`config.mk`:
```
export PLATFORM = sky130hd
export DESIGN_NAME = s27_scan
export DESIGN_NICKNAME = d
export VERILOG_FILES = /design/src/rtl/s27_scan_pkg.sv /design/src/rtl/s27_scan_dff.sv /design/src/rtl/s27_scan.sv
export SDC_FILE = /design/constraint.sdc
export NUM_CORES = 1
export LEC_CHECK = 0
export CAP_MARGIN = 20
export CORE_AREA = 2 2 39 41
export DETAILED_ROUTE_END_ITERATION = 6
export DIE_AREA = 0 0 41 43
export PLACE_DENSITY = 0.37
export SETUP_SLACK_MARGIN = 0.1
export SLEW_MARGIN = 20
export SYNTH_ARGS = -nofsm -noshare
export SYNTH_HDL_FRONTEND = slang
export SYNTH_SLANG_ARGS = --single-unit
```
`constraint.sdc`:
```
create_clock -name CK -period 1.3 [get_ports CK]
set_input_delay 0.325 -clock CK [delete_from_list [all_inputs] [get_ports CK]]
set_output_delay 0.325 -clock CK [all_outputs]
set_load 0.05 [all_outputs]
```
`src/rtl/s27_scan_pkg.sv`:
```
`default_nettype none
// ============================================================================
// Module      : s27_scan_pkg
// Description : Shared constants for the scan-inserted s27 benchmark.
//               CHAIN_LEN          - number of flops on the scan chain
//               RST_STATE_DEFAULT  - default reset value of {G5,G6,G7}
// Revision    : 1.0 - initial release
// ============================================================================
package s27_scan_pkg;

  localparam int         CHAIN_LEN         = 3;
  localparam logic [2:0] RST_STATE_DEFAULT = 3'b000;

endpackage : s27_scan_pkg
`default_nettype wire

```
`src/rtl/s27_scan_dff.sv`:
```
`default_nettype none
// ============================================================================
// Module      : s27_scan_dff
// Description : Mux-D scan flop. SE selects between functional data (D) and
//               scan data (SI); the result is captured on the rising clock
//               edge. Asynchronous active-high reset loads RST_VAL.
// Ports       : ck_i  - clock
//               rst_i - asynchronous active-high reset
//               se_i  - scan enable (1 = shift, 0 = functional)
//               si_i  - scan data in
//               d_i   - functional data in
//               q_o   - registered output
// Revision    : 1.0 - initial release
// ============================================================================
module s27_scan_dff #(
  parameter logic RST_VAL = 1'b0
) (
  input  logic ck_i,
  input  logic rst_i,
  input  logic se_i,
  input  logic si_i,
  input  logic d_i,
  output logic q_o
);

  logic w_d;
  logic r_q;

  // SE is only looked at through this mux, so it acts as a plain select
  // sampled at the edge; SI is fully blocked while SE=0.
  assign w_d = se_i ? si_i : d_i;

  always_ff @(posedge ck_i or posedge rst_i) begin
    if (rst_i) begin
      r_q <= RST_VAL;
    end else begin
      r_q <= w_d;
    end
  end

  assign q_o = r_q;

endmodule : s27_scan_dff
`default_nettype wire

```
`src/rtl/s27_scan.sv`:
```
`default_nettype none
// ============================================================================
// Module      : s27_scan
// Description : ISCAS'89 s27 with its three flops stitched into a mux-D scan
//               chain SI -> G5 -> G6 -> G7 (G7 doubles as scan-out).
// Ports       : CK  - clock, rising-edge capture
//               RST - asynchronous active-high reset, loads RST_STATE
//               G0..G3 - functional primary inputs
//               SI  - scan in (feeds G5)
//               SE  - scan enable (1 = shift, 0 = functional capture)
//               G17 - combinational primary output
//               G7  - scan out, straight from flop G7
// Revision    : 1.0 - initial release
// ============================================================================
module s27_scan
  import s27_scan_pkg::*;
#(
  parameter logic [2:0] RST_STATE = RST_STATE_DEFAULT
) (
  input  logic CK,
  input  logic RST,
  input  logic G0,
  input  logic G1,
  input  logic G2,
  input  logic G3,
  input  logic SI,
  input  logic SE,
  output logic G17,
  output logic G7
);

  // State vector bit order: [2]=G5, [1]=G6, [0]=G7.
  logic [CHAIN_LEN-1:0] w_q;
  logic [CHAIN_LEN-1:0] w_d;
  logic [CHAIN_LEN-1:0] w_si;

  logic w_g5, w_g6, w_g7;
  logic w_g8, w_g9, w_g10, w_g11, w_g12, w_g13, w_g14, w_g15, w_g16;

  assign w_g5 = w_q[2];
  assign w_g6 = w_q[1];
  assign w_g7 = w_q[0];

  // Gate-level s27 core.
  assign w_g14 = ~G0;
  assign w_g8  = w_g14 & w_g6;
  assign w_g12 = ~(G1 | w_g7);
  assign w_g15 = w_g12 | w_g8;
  assign w_g16 = G3 | w_g8;
  assign w_g9  = ~(w_g16 & w_g15);
  assign w_g11 = ~(w_g5 | w_g9);
  assign w_g10 = ~(w_g14 | w_g11);
  assign w_g13 = ~(G2 | w_g12);

  assign G17 = ~w_g11;
  assign G7  = w_g7;

  // Functional next state.
  assign w_d = {w_g10, w_g11, w_g13};

  // Scan path: each flop takes the one above it, the top one takes SI.
  assign w_si = {SI, w_q[CHAIN_LEN-1:1]};

  for (genvar i = 0; i < CHAIN_LEN; i++) begin : g_chain
    s27_scan_dff #(
      .RST_VAL (RST_STATE[i])
    ) u_dff (
      .ck_i  (CK),
      .rst_i (RST),
      .se_i  (SE),
      .si_i  (w_si[i]),
      .d_i   (w_d[i]),
      .q_o   (w_q[i])
    );
  end

endmodule : s27_scan
`default_nettype wire

```
; ---- After elaboration in Yosys (flattened, before gate mapping)
; Index checks and enable logic that the tools add are counted.
[classes]
mux = 3
n_bitwise = 14
[op_table]
columns = operator, count
row1 = $not 1->1, 6
row2 = $or 1x1->1, 6
row3 = $mux 1, 3
row4 = $and 1x1->1, 2
[word_totals]
regBits = 3
in_bits = 8
out_inout_bits = 2
word_cells = 20

; ---- Logic depth before layout (Yosys ltp)
[depth]
depth_word = 10
mapped_depth = 2
ltp_nobuf = 2

; ---- Hierarchy
; Synthesis repeated with hierarchy kept, for this count alone.
[unflattened]
hier_cells = 16
hier_area_um2 = 186.4
[by_module_without_submodules]
columns = mod, instances, cells_each, area_per_inst_um2, seq_area_each_um2
row1 = s27_scan_dff, 3, 3, 43.8, 25.0
row2 = s27_scan, 1, 7, 55.1, 0.0

; ---- Worst setup path before layout
; No wires, ideal clock.
[synth_timing]
path_kind = register -> output
startpoint = reg g_chain[0].u_dff.r_q
endpoint = out G17
arrival_time_ns = 1.543
required_time_ns = 0.975
slack_ns = -0.568
path_stages_with_launch = 3
n_path_buf = 0
cell_sequence = dfrtp_1 nor3b_2 o21bai_1
[synth_between]
elab_chain_cells = 6
[synth_rtl]
columns = item, line_no
row1 = "start, declared", s27_scan_dff.sv:27  ; logic r_q;
row2 = "start signal, assigned", s27_scan_dff.sv:37  ; r_q <= w_d;
row3 = $or 1x1->1, s27_scan.sv:47  ; assign w_g12 = ~(G1 | w_g7);
row4 = $not 1->1, s27_scan.sv:47
row5 = $or 1x1->1, s27_scan.sv:48  ; assign w_g15 = w_g12 | w_g8;
row6 = $and 1x1->1, s27_scan.sv:50  ; assign w_g9 = ~(w_g16 & w_g15);
row7 = $not 1->1, s27_scan.sv:50
row8 = $or 1x1->1, s27_scan.sv:51  ; assign w_g11 = ~(w_g5 | w_g9);
row9 = "end, declared", s27_scan.sv:28  ; output logic G17,
; Every way passes these cells.

; ---- Worst setup path in the final report
; Ends and elaborated chain as after synthesis.

==> out/results.tsv <==
metric	value	unit
path_cells	nor3b_4 -> o21bai_4 -> buf_6	
cts_max_level	1	
cp_data_required_time	0.98	ns
syn_nets	23	
grt_pass1_wl	848	µm
antenna_cells	0	
synthXorXnorAreaFrac	5.47	%
use_met3	1.57	%
vdd_drop_max	0.302	mV
dpl_cell_area	312	µm²
cts_buffers	3	
met2_usage	13.1	%
pin_count	10	
hold_class	input pin to asynchronous set/reset pin	
ys_ff_latch	3	
setup_tns	-0.183	ns
fin_crit_sh	110	%
path_class	flip-flop to primary output	
cts_sinks	3	
yosys.area.top_type	dfrtp_1	
synth_ff_type	dfrtp_1	
wl_per_cell	9.37	µm
ys_types	12	
via_count	178	
drt_iter0_markers	0	
worst_slack	-0.133	ns
routed_wl	459	µm
fin_util	26.8	%
synth_edf_count	0	
worstPathMaxFanout	2	
synth_common_cells	dfrtp_1 (3), nor2_1 (2)	
cts_tree	yes	
worst_slew_pin_slew	0.269	ns
yosys_warnings	0	
path_buf_inv	1	
antenna_found_initial	0	
netlist_area	160	µm²
die_w	41	µm
grt_max_degree	6	
gr-max-usage-layer	met2	
seq_area_frac_synth	46.9	%
grt-ovfl-total	0	
synth_area_leaders	dfrtp_1 (47%), nor3b_2 (7.8%), mux2i_1 (6.3%), a21oi_2 (5.5%), o31a_1 (5.5%)	
vias_per_cell	3.63	
ctsHoldBuffers	0	
async_reset_ff_share	100	%
syn_area_per_cell	10.7	µm²
setup_violations	2	
status	complete, but fails checks	
yosys.area_share.simple	18.8	%
layout.nets	42	
rsz0062_at_grt	yes	
dr.pass1.iters	1	
synth_compound_area_share	20.3	%
die_h	43	µm
largest_reg_flops	3	
clock_tree.buffer_depth	2	
drv_cap	0	
drc	0	
grt_pass1_vias	230	
hold_violations	0	
cp_top_family	flip-flops	
finalCriticalPeriod	1.43	ns
drv_slew	0	
drive_gt1_share	45.5	%
clk_pin_slew_worst_paths	0.04	ns
synth_top_family_by_area	compound AO/OA/AOI/OAI gates	
synthCells	15	
slew_headroom	81.9	%
critPathSlowestCell	dfrtp_2	
finalClockSkew	0.00242	ns
clockRootBuffer	clkbuf_4	
end_kind	primary output	
coreArea	0.00138	mm²
cp-start-kind	flip-flop	
stdcell_area	370	µm²
synthAdderAreaFrac	0	%
numPortBuffers	9	
synthMuxAreaShare	6.25	%
start_util	11.6	%
gp_congestion	0.611	
leakage	0.000162	µW
clk_latency	0.23	ns
yosys.area.top_type_share	46.9	%
power_density	1130	mW/mm²
track_usage	7.45	%
antenna_left	0	
cp_data_arrival_time	1.11	ns
area_delta_synth_final	131	%
max_stage_delay	0.41	ns
gr-usage-met1	6.49	%
yosysMostFrequentCell	dfrtp_1	
failed_checks	setup timing	
die_area	0.00176	mm²
fmax	0.698	GHz
rows	14	
==> power by group <==
group	leakage [µW]	internal, µW	switching (µW)	total (µW)
Combinational	0.000111	80.2	61.0	141
Sequential	0.0000358	106	9.61	116
Clock	0.0000150	115	46.4	161
==> final timing paths <==
path,startpoint,end,slack (ns),cells after the start
max,g_chain[0].u_dff.q_o,G17,-0.13,3
min,RST,g_chain[1].u_dff.q_o,0.27,2
max reg2reg,g_chain[0].u_dff.q_o,g_chain[1].u_dff.q_o,0.16,5
min reg2reg,g_chain[1].u_dff.q_o,g_chain[0].u_dff.q_o,0.52,2
max in group asynchronous,RST,g_chain[0].u_dff.q_o,0.89,2
min in group CK,g_chain[1].u_dff.q_o,g_chain[0].u_dff.q_o,0.52,2
==> final cells by class <==
class	instances	area, µm²
Fill cell	159	1010
Timing Repair Buffer	14	143
Multi-Input combinational cell	11	101
Sequential cell	3	76.3
Clock buffer	4	26.3
Tap cell	16	20.0
Inverter	1	3.75
==> timing repair <==
| action | 4_1_cts | 5_1_grt |
|---|---|---|
| resized for setup | 6 | 1 |
| buffers inserted | 2 | 1 |
| pin swaps | 2 | 3 |
| cloned | 0 | 0 |
| endpoints found under the setup margin | 3 | 2 |
==> layer usage <==
metal  wire, µm  part of all wire [%]
met3          8                   1.7
met5          0                     0
met2        309                    67
met4          0                     0
met1        141                    31
==> kinds of logic (layout without fill, tap and decap cells) <==
logic type	after synthesis	in the layout
AO/OA/AOI/OAI	4	4
XOR/XNOR	1	1
buffers and inverters	1	19
flip-flops	3	3
multiplexers	1	1
AND/OR/NAND/NOR	5	5
==> worst register-to-register path, stage by stage (launching register included) <==
cell	delay (ns)
dfrtp_2	0.41
nor3b_4	0.24
buf_4	0.15
buf_4	0.09
buf_6	0.08
o31a_1	0.10
==> per-stage QoR <==
stage / std cells / setup slack [ns] / power [µW] / hold WS, ns
floorplan: 15 / 0.0122 / 178 / 0.0786
global placement: 42 / -0.343 / 241 / 0.483
detailed placement: 42 / -0.350 / 241 / 0.486
CTS: 48 / -0.188 / 426 / 0.264
global route: 49 / -0.169 / 442 / 0.292
finish: 49 / -0.133 / 418 / 0.269
==> cells in the final DEF (no fill, tap or decap) <==
cell type        netlist  routed
a21oi_2                1       1
buf_12                 0       1
buf_4                  0       3
buf_6                  0       3
clkbuf_1               0       1
clkbuf_4               0       3
clkdlybuf4s50_1        0       4
dfrtp_1                3       2
dfrtp_2                0       1
dlygate4sd2_1          0       3
inv_1                  1       1
mux2i_1                1       1
nand2_1                1       1
nor2_1                 2       2
nor2b_2                0       1
nor3b_4                0       1
o21bai_4               0       1
o31a_1                 1       1
o31ai_1                1       1
xnor2_1                1       1
(Power assumes the default switching activity.)
